`src/rtl/if_id_stage.sv`:
```
// if_id_stage: fetch-to-decode register with a two-entry skid buffer and instruction field split.
module if_id_stage #(
    parameter int INSTR_W = 32,
    parameter int PC_W = 32,
    parameter logic [INSTR_W-1:0] NOP_INSTR = '0
) (
    input  logic               clk,
    input  logic               reset,
    input  logic               in_valid,
    output logic               in_ready,
    input  logic [INSTR_W-1:0] in_instr,
    input  logic [PC_W-1:0]    in_pc,
    input  logic               flush,
    output logic               out_valid,
    input  logic               out_ready,
    output logic [INSTR_W-1:0] out_instr,
    output logic [PC_W-1:0]    out_pc,
    output logic [PC_W-1:0]    out_pc_plus4,
    output logic [5:0]         opcode,
    output logic [4:0]         rs,
    output logic [4:0]         rt,
    output logic [4:0]         rd,
    output logic [4:0]         shamt,
    output logic [5:0]         funct,
    output logic [15:0]        imm16
);
    typedef enum logic [1:0] {EMPTY, ONE, FULL} state_t;
    state_t state, state_next;
    logic [INSTR_W-1:0] head_instr, skid_instr;
    logic [PC_W-1:0] head_pc, skid_pc;
    logic head_valid, accept, pop, load_head, load_skid, shift;
    assign head_valid = state != EMPTY;
    assign in_ready = state != FULL;
    assign out_valid = head_valid;
    assign accept = in_valid & in_ready;
    assign pop = head_valid & out_ready;
    always_comb begin
        state_next = state;
        load_head = 1'b0;
        load_skid = 1'b0;
        shift = 1'b0;
        case (state)
            EMPTY: begin
                load_head = accept;
                state_next = accept ? ONE : EMPTY;
            end
            ONE: begin
                load_head = pop & accept;
                load_skid = ~pop & accept;
                state_next = pop ? (accept ? ONE : EMPTY) : (accept ? FULL : ONE);
            end
            FULL: begin
                shift = pop;
                state_next = pop ? ONE : FULL;
            end
            default: state_next = EMPTY;
        endcase
        if (flush) state_next = EMPTY;
    end
    always_ff @(posedge clk or posedge reset) begin
        if (reset) begin
            state <= EMPTY;
            head_instr <= NOP_INSTR;
            head_pc <= '0;
            skid_instr <= NOP_INSTR;
            skid_pc <= '0;
        end else begin
            state <= state_next;
            if (load_head) begin
                head_instr <= in_instr;
                head_pc <= in_pc;
            end else if (shift) begin
                head_instr <= skid_instr;
                head_pc <= skid_pc;
            end
            if (load_skid) begin
                skid_instr <= in_instr;
                skid_pc <= in_pc;
            end
        end
    end
    assign out_instr = head_valid ? head_instr : NOP_INSTR;
    assign out_pc = head_valid ? head_pc : '0;
    assign out_pc_plus4 = out_pc + PC_W'(4);
    assign opcode = out_instr[31:26];
    assign rs = out_instr[25:21];
    assign rt = out_instr[20:16];
    assign rd = out_instr[15:11];
    assign shamt = out_instr[10:6];
    assign funct = out_instr[5:0];
    assign imm16 = out_instr[15:0];
endmodule

```
`config.mk`:
```
export PLATFORM = sky130hd
export DESIGN_NAME = if_id_stage
export DESIGN_NICKNAME = d
export VERILOG_FILES = /design/src/rtl/if_id_stage.sv
export SDC_FILE = /design/constraint.sdc
export NUM_CORES = 1
export LEC_CHECK = 0
export ABC_AREA = 1
export BUFFER_PORTS_ARGS = -buffer_cell sky130_fd_sc_hd__buf_4
export CAP_MARGIN = 25
export CORE_AREA = 2 2 88 174
export DETAILED_ROUTE_END_ITERATION = 10
export DIE_AREA = 0 0 90 176
export GPL_ROUTABILITY_DRIVEN = 0
export GPL_TIMING_DRIVEN = 0
export PLACE_DENSITY = 0.8
export REMOVE_ABC_BUFFERS = 1
export SLEW_MARGIN = 5
export SYNTH_ARGS = -nofsm -noshare
export SYNTH_HDL_FRONTEND = slang
export SYNTH_SLANG_ARGS = --single-unit
```
`constraint.sdc`:
```
create_clock -name clk -period 6.8 [get_ports clk]
set_input_delay 0.34 -clock clk [delete_from_list [all_inputs] [get_ports clk]]
set_output_delay 0.34 -clock clk [all_outputs]
set_load 0.05 [all_outputs]
```
# Yosys cells after proc, flatten, opt, wreduce, memory -nomap -nowiden
# Cells that the tools add are included.
# classes
add_sub_neg	1
mul	0
div_mod_pow	0
n_lt_le_gt_ge	0
eq_ne	3
shifts	0
n_mux	15
bitwise_logic	5
reduce_logical	3
# op_table
cell	count
32-bit 2-to-1 mux	6
32-bit by 3-bit adder with 32-bit output, second input constant	1
2-bit 2-to-1 mux	4
2-bit case mux with 3 select lines	1
1-bit bitwise AND	4
2-bit nonzero test	2
1-bit 2-to-1 mux	3
2-bit by 1-bit == test with 1-bit output, second input constant	1
2-bit == test, second input constant	1
2-bit zero test	1
2-bit inequality test, second input constant	1
1-bit case mux with 2 select lines	1
1-bit NOT	1
# word_totals
regBits	130
latch_bits	0
ram_bits	0
romBits	0
out_inout_bits	146
word_cells	32
mem_count	0

# Longest topological paths before layout
# Gate-level depths: netlist of the first run.
# logic_depth
ltp_word	6
depth_mapped	13
depth_no_buf	10

# Least setup slack after synthesis of the first run
# No wires, ideal clock.
# synth_timing
path_type	reg-to-output
start	register state[0]
end	output out_pc_plus4[6]
arrival_time_ns	3.255
setup_slack_ns	3.205
path_stages_with_launch	11
path_cell_list	dfrtp_1 > buf_4 > nor2_2 > buf_2 > buf_2 > nor2_1 > ha_1 > nand2_1 > nor2_2 > inv_1 > o21ai_0
# synth_between
elab_chain_len	3
# synth_rtl
item	line_no	text
start: declaration	28	state_t state, state_next;
start signal: assignment	68	state <= state_next;
2-bit nonzero test	32	assign head_valid = state != EMPTY;
32-bit 2-to-1 mux	83	assign out_pc = head_valid ? head_pc : '0;
named net out_pc[3]	17	output logic [PC_W-1:0] out_pc,
32-bit by 3-bit adder with 32-bit output	84	assign out_pc_plus4 = out_pc + PC_W'(4);
end: declaration	18	output logic [PC_W-1:0] out_pc_plus4,
# The timed path passes the listed nets, and every way through them passes these cells.

# Worst setup path after layout of the first run
# layout_timing
start	register state[0]
end	register head_pc[29]
# layout_between
elab_chain_len	5
elab_cells_between_ends	12
cone_classes	eq/ne: 3; mux: 3; bitwise: 3; reduce/logical: 3
# layout_rtl
item	line_no	text
2-bit inequality test or 2-bit nonzero test (tied branches)	33, 32	
1-bit bitwise AND (on tied branches)	35, 36	
1-bit bitwise AND	48	load_head = pop & accept;
1-bit case mux with 2 select lines	42	case (state)
32-bit 2-to-1 mux or 2-bit nonzero test (tied branches)	n/a	
end signal: assignment	71	head_pc <= in_pc;
end signal: assignment	74	head_pc <= skid_pc;
end: declaration	30	logic [PC_W-1:0] head_pc, skid_pc;
# Several ways; a longest one is shown, not always the timed one.
# A chain may end at the register's enable or synchronous reset.

==> results.txt, run 1 <==
The diode insertion count for antenna repair came out at 0. Summed over all layers, the global routing overflow is 0. The total number of vias is 6474. TritonCTS built the clock tree. The post-DP HPWL came out at 13960 um. The share of total power dissipated in combinational logic is 0.324. The number of buffers added by the clock tree synthesis step came out at 17. The critical path goes through nor2_4, nor2_1, ha_1, nand3_1, nand3_2, buf_16, o211ai_1. The starting density of the core came out at 0.4938. The first TritonRoute pass finished after 5 iterations. The largest stage delay on the critical path is 0.77 ns. The tree is rooted in a clkbuf_16. The number of non-filler instances in the completed layout came out at 1221. The die covers 15840 um^2. The post-synthesis cell count is 872. The relative contribution of sequential cells to total power came out at 0.360. The maximum level of the CTS H-tree is 4. Dividing the detail-routed via count by the number of cells gives 5.302. The number of antenna violations at the first check in global routing came out at 0.

VDD sags by at most 0.0001996 V. The slowest stage of the critical path belongs to the cell nand3_2. The share of the clock period used by the worst path after layout is 0.5333. The detailed-route wire length is 19690 um. The critical path arrival came out at 3.94 ns. The power per cell area is 329.7 nW/um^2. The largest net degree at the start of global routing came out at 70. The number of resized instances in the post-cts repair step is 0. The number of global-route vias before repair came out at 6322. The later-pin clock latency in the skew report came out at 0.41 ns. The global-route wire length before repair is 30850 um.

The die span in x is 90 um. The combined global-route utilization of all metal layers is 0.2442. The core footprint came out at 14430 um^2. The count of routing violations after the opening detailed-route iteration came out at 337. The startpoint class of the critical path is a flop. The accumulated negative setup slack is 0 ns. The number of setup buffers added after CTS is 0.

The summed instance area of the synthesized netlist came out at 7126 um^2. The filler cell count came out at 1247. The port buffer count is 214. The endpoint identified for the worst register-to-register timing path is head_pc[29]. The clock input transition at the sequential cells of the worst setup and hold paths is 0.06 ns. The reported max-cap violation count is 0.

The worst setup path is of the reg -> reg kind. The cell count of the worst reg-to-reg path came out at 7. 215 I/O pins were placed.

The final number of max-transition violations came out at 0. The count of different cell masters after synthesis came out at 26. The warning count from the yosys run is 0. The number of endpoints failing setup at the final stage came out at 0. The post-route core utilization came out at 0.6359.

The instance area after placement is 8558 um^2. Once placement completed, the tool counted placed cells totaling 1190. The run finished, with violations left. In this run the worst hold path is classified as in -> async. In this run the deepest clock path goes through 2 buffers.

The clock network power share is 0.316. The required time reported for the critical path endpoint is 7.11 ns. The smallest clock period supported by the final layout is computed as 3.627 ns. Of all nets on the critical path, the largest fanout is 34. The library cell used most frequently in the layout, excluding fill and tap cells, is buf_4. The number of design rule violations left after detail routing came out at 0. The total net switching power is 1108 uW.

The worst register-to-register path has a setup slack of 3.17 ns. In this run, post-CTS hold repair placed 0 buffers. The fmax is 275.7 MHz. The critical path starts at state[0]. Averaged over all synthesized cells, the footprint is 8.172 um^2. The launch instance of the worst register-to-register path is state[0]. The die is 176 um tall. The post-detailed-route count of antenna-violating nets is 0. The proportion of synthesized chip area in sequential cells came out at 0.4565. The critical path endpoint category is a flop.

The clock net in this run drives a total of 130 sinks. Setup repair after global routing left no endpoint under its margin. The switching power as a share of total power is 0.3662. The checks that failed: hold timing.

The wire length per cell is 16.12 um. For the final database, setup skew stands at 0.01154 ns. In the layout the commonest cells are buf_4, nand2_1, dfrtp_1. Compared with the post-synthesis result, the final layout area differs by 28.76%. Of the cells placed in the final design, the portion with a size suffix greater than 1 is 0.2993.

In this run the static leakage power is 0.004605 uW. After synthesis the netlist holds a flip-flop and latch count of 130. The number of core rows came out at 62. The finished cells cover 9175 um^2. The worst slew margin relative to its limit is 0.4039. Cell internal power was estimated by the tool at 1917 uW. The number of failing hold endpoints at the final stage was 6. The worst hold-check slack came out at -0.0005172 ns. For the pin with the worst max-slew slack, the measured transition is 0.8921 ns. The net count of the finished layout is 1089.
[layout make-up]
cell class / count / area (um^2) / area share
Inverter: 125 / 474.2 / 0.05168
Timing Repair Buffer: 220 / 1764 / 0.1923
Sequential cell: 130 / 3253 / 0.3546
Tap cell: 192 / 240.2 / 0.02618
Clock inverter: 12 / 183.9 / 0.02005
Clock buffer: 19 / 432.9 / 0.04718
Multi-Input combinational cell: 523 / 2826 / 0.3081
[registers in the layout, summed over array words and instances (netlist names)]
register / flops
head_pc: 32
state: 2
skid_pc: 32
head_instr: 32
skid_instr: 32
[power groups by stage]
stage	Clock [uW]	Sequential (uW)	Combinational, uW
after floorplan	0	1070	693
after global placement	0	1090	948
after detailed placement	0	1100	979
after CTS	966	1090	984
after global routing	1000	1110	1050
final	956	1090	979
[critical path, delay by kind of cell (launching register included)]
kind	cells	cell delay, ns
AOI/OAI and AO/OA	1	0.20
buffers and inverters	1	0.43
and+or+nand+nor	4	2.13
adders and majority gates	1	0.25
DFF	1	0.51
[cell families (layout without fill, tap and decap cells)]
family | count (synthesis) | count (layout) | synth area share
DFF | 130 | 130 | 0.4565
muxes | 30 | 30 | 0.04741
buffers and inverters | 219 | 376 | 0.1510
adders and majority gates | 3 | 3 | 0.005268
xor gates and xnor gates | 13 | 13 | 0.01598
AOI/OAI and AO/OA | 93 | 93 | 0.09043
and+or+nand+nor | 384 | 384 | 0.2334
[worst max path at each step]
stage | to | slack (ns)
global route | head_pc[29] | 3.01
finish | head_pc[29] | 3.17
detailed placement | head_pc[1] | 3.22
floorplan | skid_pc[0] | 2.10
global placement | skid_pc[29] | -0.25
CTS | head_pc[29] | 3.16
[metal layers]
| metal | vias up | wire length, um | global-route usage |
|---|---|---|---|
| met5 | - | 0 | 0 |
| met4 | 0 | 1074 | 0.1551 |
| met3 | 62 | 1151 | 0.04951 |
| met2 | 269 | 10650 | 0.4524 |
| met1 | 3099 | 6806 | 0.2462 |
| li1 | 3044 | - | - |
[metrics by stage]
step                      setup WS [ns]  total power (uW)
after floorplan                   2.098              1760
after global placement          -0.2512              2040
after detailed placement          3.218              2079
after CTS                         3.159              3038
after global routing              3.008              3160
final                             3.173              3025
[cells in the mapped netlist]
master | n | area [um^2]
a21oi_1 | 35 | 175.2
a31o_2 | 1 | 8.760
buf_12 | 1 | 20.02
buf_2 | 25 | 125.1
buf_4 | 51 | 382.9
buf_6 | 2 | 22.52
clkbuf_1 | 15 | 56.30
dfrtp_1 | 130 | 3253
ha_1 | 3 | 37.54
inv_1 | 123 | 461.7
inv_2 | 2 | 7.510
mux2_2 | 30 | 337.8
nand2_1 | 149 | 559.3
nand2_2 | 3 | 18.77
nand3_1 | 73 | 365.4
nand3_2 | 7 | 70.07
nand3_4 | 1 | 17.52
nand4_1 | 12 | 75.07
nor2_1 | 127 | 476.7
nor2_2 | 11 | 68.82
nor2_4 | 1 | 11.26
o211ai_1 | 19 | 142.6
o21ai_0 | 4 | 20.02
o221ai_1 | 34 | 297.8
xnor2_1 | 3 | 26.28
xor2_1 | 10 | 87.58
(Power assumes the default switching activity.)
==> inputs of run 2 (changes only) <==
Settings changed: ABC_AREA 1 to 0, CORE_AREA 2 2 88 174 to 2 2 89 176, DIE_AREA 0 0 90 176 to 0 0 91 178, PLACE_DENSITY 0.8 to 0.78.
Clock period 6.8 ns to 3 ns, I/O delays scaled along.
==> run 2 against run 1 <==
Effect of this change:
- the flow now finishes without violations
- global-route usage down 2.7 points
- clock power up 120%
- cell area is 3.7% higher
- highest routed layer unchanged
- clock-buffer cell count grew 1
==> results.txt, run 2 <==
In the global route stage, overall resource usage came out at 0.2169. The number of non-filler instances in the completed layout came out at 1085. The count of different cell masters after synthesis came out at 41. The starting density of the core came out at 0.4515.

After detailed placement, the total cell area comes to 8142 um^2. In the post-synthesis netlist, the biggest area contributors are dfrtp_1, mux2_2, nand2_1. The power per cell area came out at 707.2 nW/um^2. The detailed-router iteration count before antenna repair is 5. The floorplan die height is 178 um. The deepest clock path buffer count is 2. The cell with the most instances after synthesis is nand2_1. The endpoint identified for the worst register-to-register timing path is head_instr[29]. The overflow left after global routing is 0. The worst hold-check slack is 0.02434 ns.

The growth of design area from synthesis to finish came out at 42.25%. The core footprint is 14820 um^2. The number of vias per cell after detailed routing came out at 5.159. During I/O placement, the number of pins put on the boundary was 215.

The average instance area after synthesis came out at 10.21 um^2. In this run the worst hold path is classified as in -> reg. The measured slew at the worst slew-check pin came out at 0.9115 ns. Summed over all nets, the half-perimeter wirelength after detailed placement is 11630 um. Measured in cells, the most critical reg-to-reg path has a length of 9. For flop-to-flop paths, the worst setup slack is 0.39 ns. The post-layout net count came out at 949. The global-route wire length before repair is 28150 um. The proportion of register bits with asynchronous set or reset after synthesis is 1.000. The synthesized design contains 0 enable-type register cells.

The register bit count reported by yosys came out at 130. The total number of vias is 5597. The worst hold path cell count came out at 3. The detailed-route wire length came out at 17780 um. The startpoint identified for the worst hold timing path is in_pc[31]. Measured along the x axis, the die boundary spans 91 um. The number of failing hold endpoints at the final stage came out at 0. The share of cells above drive strength 1 is 0.3802.

The post-detailed-route count of antenna-violating nets is 0. The reported max-cap violation count came out at 0. The number of placed cells counting well taps is 983. The number of endpoints failing setup at the final stage is 0.

The post-synthesis cell count is 655. STA classifies the critical path endpoint as an output port. Input and output buffers added on the ports amount to 214. Leaving out fill and tap cells, the most frequent cells in the layout are buf_4, nand2_1, dfrtp_1. Ranked by instance count, the synthesized netlist is headed by nand2_1, dfrtp_1, a22oi_1, mux2_2, and2_1.

The worst setup path is of the reg -> out kind. The worst-path maximum fanout came out at 32. The final total power is 6730 uW. Measured against its own limit, the worst slew margin works out to 0.3909. The fmax came out at 358.5 MHz. The run finished with clean final reports. The share of synthesized area in the top cell type comes to 0.4863.

Counting the buffers created by CTS gives 17. The number of global-route vias before repair is 5743. For the worst-skew pair, the clock arrives at the later sink with an insertion delay of 0.40 ns. The path with the worst hold slack has its endpoint at head_pc[31]. The TritonCTS clock tree is done. The leading register cell type out of synthesis is dfrtp_1. The final instance area is 9517 um^2.

Between clock sinks in the finished design, the worst skew comes to 0.01228 ns. The critical path arrival came out at 2.64 ns. The cell type contributing the most total cell area after synthesis is dfrtp_1.

After floorplanning, the core was divided into 63 placement rows. For this run, the number of Yosys warnings is 0. The count of clock tree sinks came out at 130.

The count of routing violations after the opening detailed-route iteration came out at 320. Entering global routing, the biggest net connects 88 pins. The summed instance area of the synthesized netlist is 6690 um^2. The startpoint class of the critical path is a flop. The analysis attributes to cell leakage a power of 0.004632 uW. The maximum level of the CTS H-tree is 4. The root buffer cell is clkbuf_16.

The share of the clock period used by the worst path after layout came out at 0.9298. The post-route core utilization is 0.6422. Setup repair after global routing left no endpoint under its margin. The share of the Yosys chip area taken by registers is 0.4863. The final number of max-transition violations came to 0.

The worst voltage drop across the vdd grid came out at 0.0004782 V. The clock period minus worst slack is 2.789 ns. Data on the critical path is required at its endpoint by 2.85 ns. The die covers 16200 um^2. The number of design rule violations left after detail routing is 0.

Clock-pin slew was measured on the worst setup and hold paths at 0.06 ns. Leaving out fill and tap cells, the most frequent cell in the layout is buf_4. The worst register-to-register path begins at state[0]. The number of antenna violations at the first check in global routing came to 1.

After detailed routing, the average wire length per cell comes to 16.39 um.
-- run 2: area by class of cell --
type / instances / area (um^2)
Timing Repair Buffer: 288 / 2407
Clock inverter: 11 / 156.4
Fill cell: 1212 / 5303
Sequential cell: 130 / 3256
Multi-Input combinational cell: 429 / 2917
Inverter: 10 / 68.82
Clock buffer: 20 / 456.7
Timing Repair inverter: 1 / 8.758
Tap cell: 195 / 244.0
Antenna cell: 1 / 2.502
-- run 2: metrics by stage --
stage | TNS (ns) | setup WS [ns]
2_1_floorplan | -147.67 | -0.8805
3_3_place_gp | -545.21 | -2.170
3_5_place_dp | -66.19 | -0.9362
4_1_cts | 0 | 0.01309
5_1_grt | 0 | 0.08684
6_report | 0 | 0.2107
-- run 2: cell families (layout without fill, tap and decap cells) --
logic type,count (synthesis),count (layout),share of synthesized area
other,0,1,0
flip-flops,130,130,0.4863
multiplexers,66,66,0.1107
buffers and inverters,96,330,0.08734
AO/OA/AOI/OAI,75,75,0.08416
XOR/XNOR,27,27,0.03535
AND/OR/NAND/NOR,258,258,0.1906
adder cells (fa/ha/maj),3,3,0.005611
-- run 2: metal layers --
layer	track usage	routed length, um
met5	0	0
met4	0.1117	482
met3	0.03422	702
met2	0.4099	10110
met1	0.2285	6493
-- run 2: what timing repair did --
item                                   CTS  global route
endpoints found under the hold margin  161             0
setup endpoints to repair              265             9
pin swaps                                1             1
setup buffers                            3             2
hold buffers                            64             0
resized for setup                       12             2
cloned                                   0             1
-- run 2: power by group --
| group | switching [uW] | total [uW] | internal [uW] |
|---|---|---|---|
| clock network | 751 | 2100 | 1350 |
| registers | 292 | 2520 | 2230 |
| logic | 1290 | 2110 | 816 |
| total | 2330 | 6730 | 4400 |
-- run 2: worst max path at each step --
stage / to / from / cells past startpoint / slack [ns]
floorplan: out_pc_plus4[26] / state[1] / 8 / -0.88
global placement: head_instr[28] / reset / 2 / -2.17
detailed placement: out_pc_plus4[26] / state[1] / 9 / -0.94
CTS: out_pc_plus4[26] / state[0] / 10 / 0.01
global route: out_pc_plus4[26] / state[0] / 10 / 0.09
finish: out_pc_plus4[26] / state[0] / 10 / 0.21
-- run 2: worst max-delay path, cell delays in order (launching register included) --
cell,delay (ns)
dfrtp_2,0.44
nor2_4,0.06
bufinv_16,0.25
and2_2,0.21
ha_4,0.17
o2111ai_4,0.19
nor4_4,0.18
buf_4,0.20
nand4_1,0.12
xnor2_1,0.18
buf_4,0.22
==> inputs of run 3 (changes only) <==
Settings changed: CORE_AREA 2 2 89 176 to 2 2 85 169, DIE_AREA 0 0 91 178 to 0 0 87 171, PLACE_DENSITY 0.78 to 0.81.
Clock period 3 ns to 3.06 ns, I/O delays scaled along.
==> run 3 against run 2 <==
Effect of this change:
- cell count decreased by 3.8%
- core utilization up 4.2 points
- clock skew decreased by 0.0058 ns
- combinational power decreased by 2%
- global-route usage up 2.7 points
- via count rose by 3.4%
- sequential share of layout area up 0.63 points
- hold slack better by 0.025 ns
- flip-flop and latch count did not move
- largest cell class unchanged
- largest power group unchanged
==> results.txt, run 3 (same netlist as run 2, synthesis figures left out) <==
For this run, the total global-route usage over all layers was measured as 0.2443. The final instance area is 9344 um^2. In this run the worst hold path is classified as in -> reg. In this run the standard cell core region covers 13660 um^2. The reported max-cap violation count is 0.

The later-pin clock latency in the skew report came out at 0.40 ns. The count of clock tree sinks is 130. The number of failing hold endpoints at the final stage is 0.

The share of cells above drive strength 1 came out at 0.3754. STA puts the critical path data required time at 3.39 ns. In this design, the critical path's most frequently occurring cell is nand2_1.

The number of endpoints failing setup at the final stage came out at 0. Traced cell by cell, the critical path runs through nor2_4, bufinv_8, nand2_1, inv_1, ha_1, mux2i_1, o21ba_2, nand2_1, nand2_1. The number of non-filler instances in the completed layout came out at 1044. The library cell used most frequently in the layout, excluding fill and tap cells, is buf_4. By startpoint and endpoint, the worst setup path is classified as reg -> reg.

In the layout the commonest cells are buf_4, nand2_1, dfrtp_1. The first routing iteration left 271 violations. The largest net degree at the start of global routing is 77. The wire length per cell is 17.84 um. The clock input transition at the sequential cells of the worst setup and hold paths is 0.05 ns. The die span in x is 87 um.

IR analysis of the VDD net gives a maximum drop of 0.0005191 V. The cell sitting at the root of the clock tree is a clkbuf_16. The largest single stage delay on the critical path is 0.81 ns. The TritonCTS clock tree is done. The run finished with clean final reports. The measured slew at the worst slew-check pin came out at 0.9110 ns. The final number of max-transition violations is 0. The total number of vias is 5785. The floorplan step set the die height to 171 um. The post-layout net count is 949. The number of placed instances, taps included, is 944.

The total die area came out at 14880 um^2. In this run, CTS created clock tree buffers numbering 17. The number of design rule violations left after detail routing is 0. The first detailed-routing pass took 5 iterations.

The number of core rows came out at 61. The deepest clock path buffer count is 2. The maximum level of the CTS H-tree came out at 4.

The largest individual stage delay along the critical path comes from the cell o21ba_2. The power per cell area came out at 684.2 nW/um^2. The instance area after placement came out at 8066 um^2.

The diode insertion count for antenna repair is 0. The worst-path maximum fanout is 32. The clock period minus worst slack came out at 2.965 ns. The post-detailed-route count of antenna-violating nets came out at 0. The share of the clock period used by the worst path after layout is 0.9690. From synthesis to final layout, the design area changed by 39.67%. On the final layout, the worst clock skew is 0.006501 ns. The fmax came out at 337.2 MHz. The detailed-route wire length came out at 18620 um.

The accumulated negative setup slack came out at 0 ns. The number of global-route vias before repair is 5939. The global-route wire length before repair is 28630 um. Input and output buffers added on the ports amount to 214. The worst slew margin relative to its limit came out at 0.3926. After detailed routing, the number of vias per cell comes to 5.541.

The overflow left after global routing is 0. The number of antenna violations at the first check in global routing came out at 0. The cell leakage power is 0.004586 uW.

The I/O pin count came out at 215. The startpoint class of the critical path is a flop. Data arrives at the worst endpoint at 3.30 ns.

The worst setup path is captured at a flop. The post-DP HPWL came out at 11320 um. The initial utilization of the core area, before any placement, comes to 0.4897.
-- run 3: changes by cell type in the layout (fill, tap and decap cells not counted), moves of 2 or more --
cell | before | now
clkinv_2 | 0 | 5
buf_4 | 219 | 217
bufinv_16 | 4 | 1
clkinvlp_4 | 3 | 5
clkinv_4 | 5 | 0
dlygate4sd3_1 | 64 | 66
-- run 3: critical path: cells and delay by family, from the launching register on --
| family | cells | cell delay, ns |
|---|---|---|
| AO/OA/AOI/OAI | 1 | 0.81 |
| AND/OR/NAND/NOR | 4 | 0.67 |
| flip-flops | 1 | 0.43 |
| multiplexers | 1 | 0.43 |
| buffers and inverters | 2 | 0.36 |
| adder cells (fa/ha/maj) | 1 | 0.18 |
-- run 3: area by class of cell --
cell class,instances,area (um^2)
inverters,10,56.30
multi-input cells,430,2913
clock buffers,18,439.2
repair buffers,287,2385
clock inverters,11,92.59
fillers,1010,4318
well taps,157,196.4
repair inverters,1,6.256
flip-flops and latches,130,3256
-- run 3: path summary, 6_finish.rpt --
path | startpoint | endpoint | slack (ns) | depth (start not counted)
worst max-delay path | state[0] | head_pc[19] | 0.09 | 9
min in group asynchronous | reset | skid_pc[0] | 0.38 | 3
worst min-delay path | out_ready | state[1] | 0.05 | 3
worst max register to register | state[0] | head_pc[19] | 0.09 | 9
max in group asynchronous | reset | state[1] | 1.94 | 4
worst min register to register | head_pc[30] | head_pc[30] | 0.46 | 2
-- run 3: what timing repair did --
action | CTS | global route
buffers inserted | 3 | 0
cloned | 1 | 1
hold buffers | 66 | 0
endpoints found under the setup margin | 140 | 3
resized for setup | 9 | 1
pin swaps | 1 | 0
endpoints found under the hold margin | 182 | 0
-- run 3: through the flow --
step                utilization  power (uW)  hold slack (ns)  setup WS, ns
detailed placement       0.5904        4443           0.2436       -0.6678
floorplan                     -        3808           0.2188       -0.8235
global placement         0.5816        4350           0.3179        -2.000
global route             0.6839        6680          0.04570      -0.03428
CTS                      0.6824        6396          0.02930        0.1281
finish                   0.6839        6393          0.04892       0.09473
-- run 3: where the power goes --
group	total, uW	internal, uW	switching (uW)
Clock	1850	1110	730
Sequential	2490	2190	302
Combinational	2060	784	1280
-- run 3: metal layers --
layer  up-vias  GRT usage  wire, um
met1      2797     0.2856      7208
li1       2625          -         -
met3        42    0.05451      1375
met5         -          0         0
met4         0     0.1087       429
met2       321     0.4202      9610
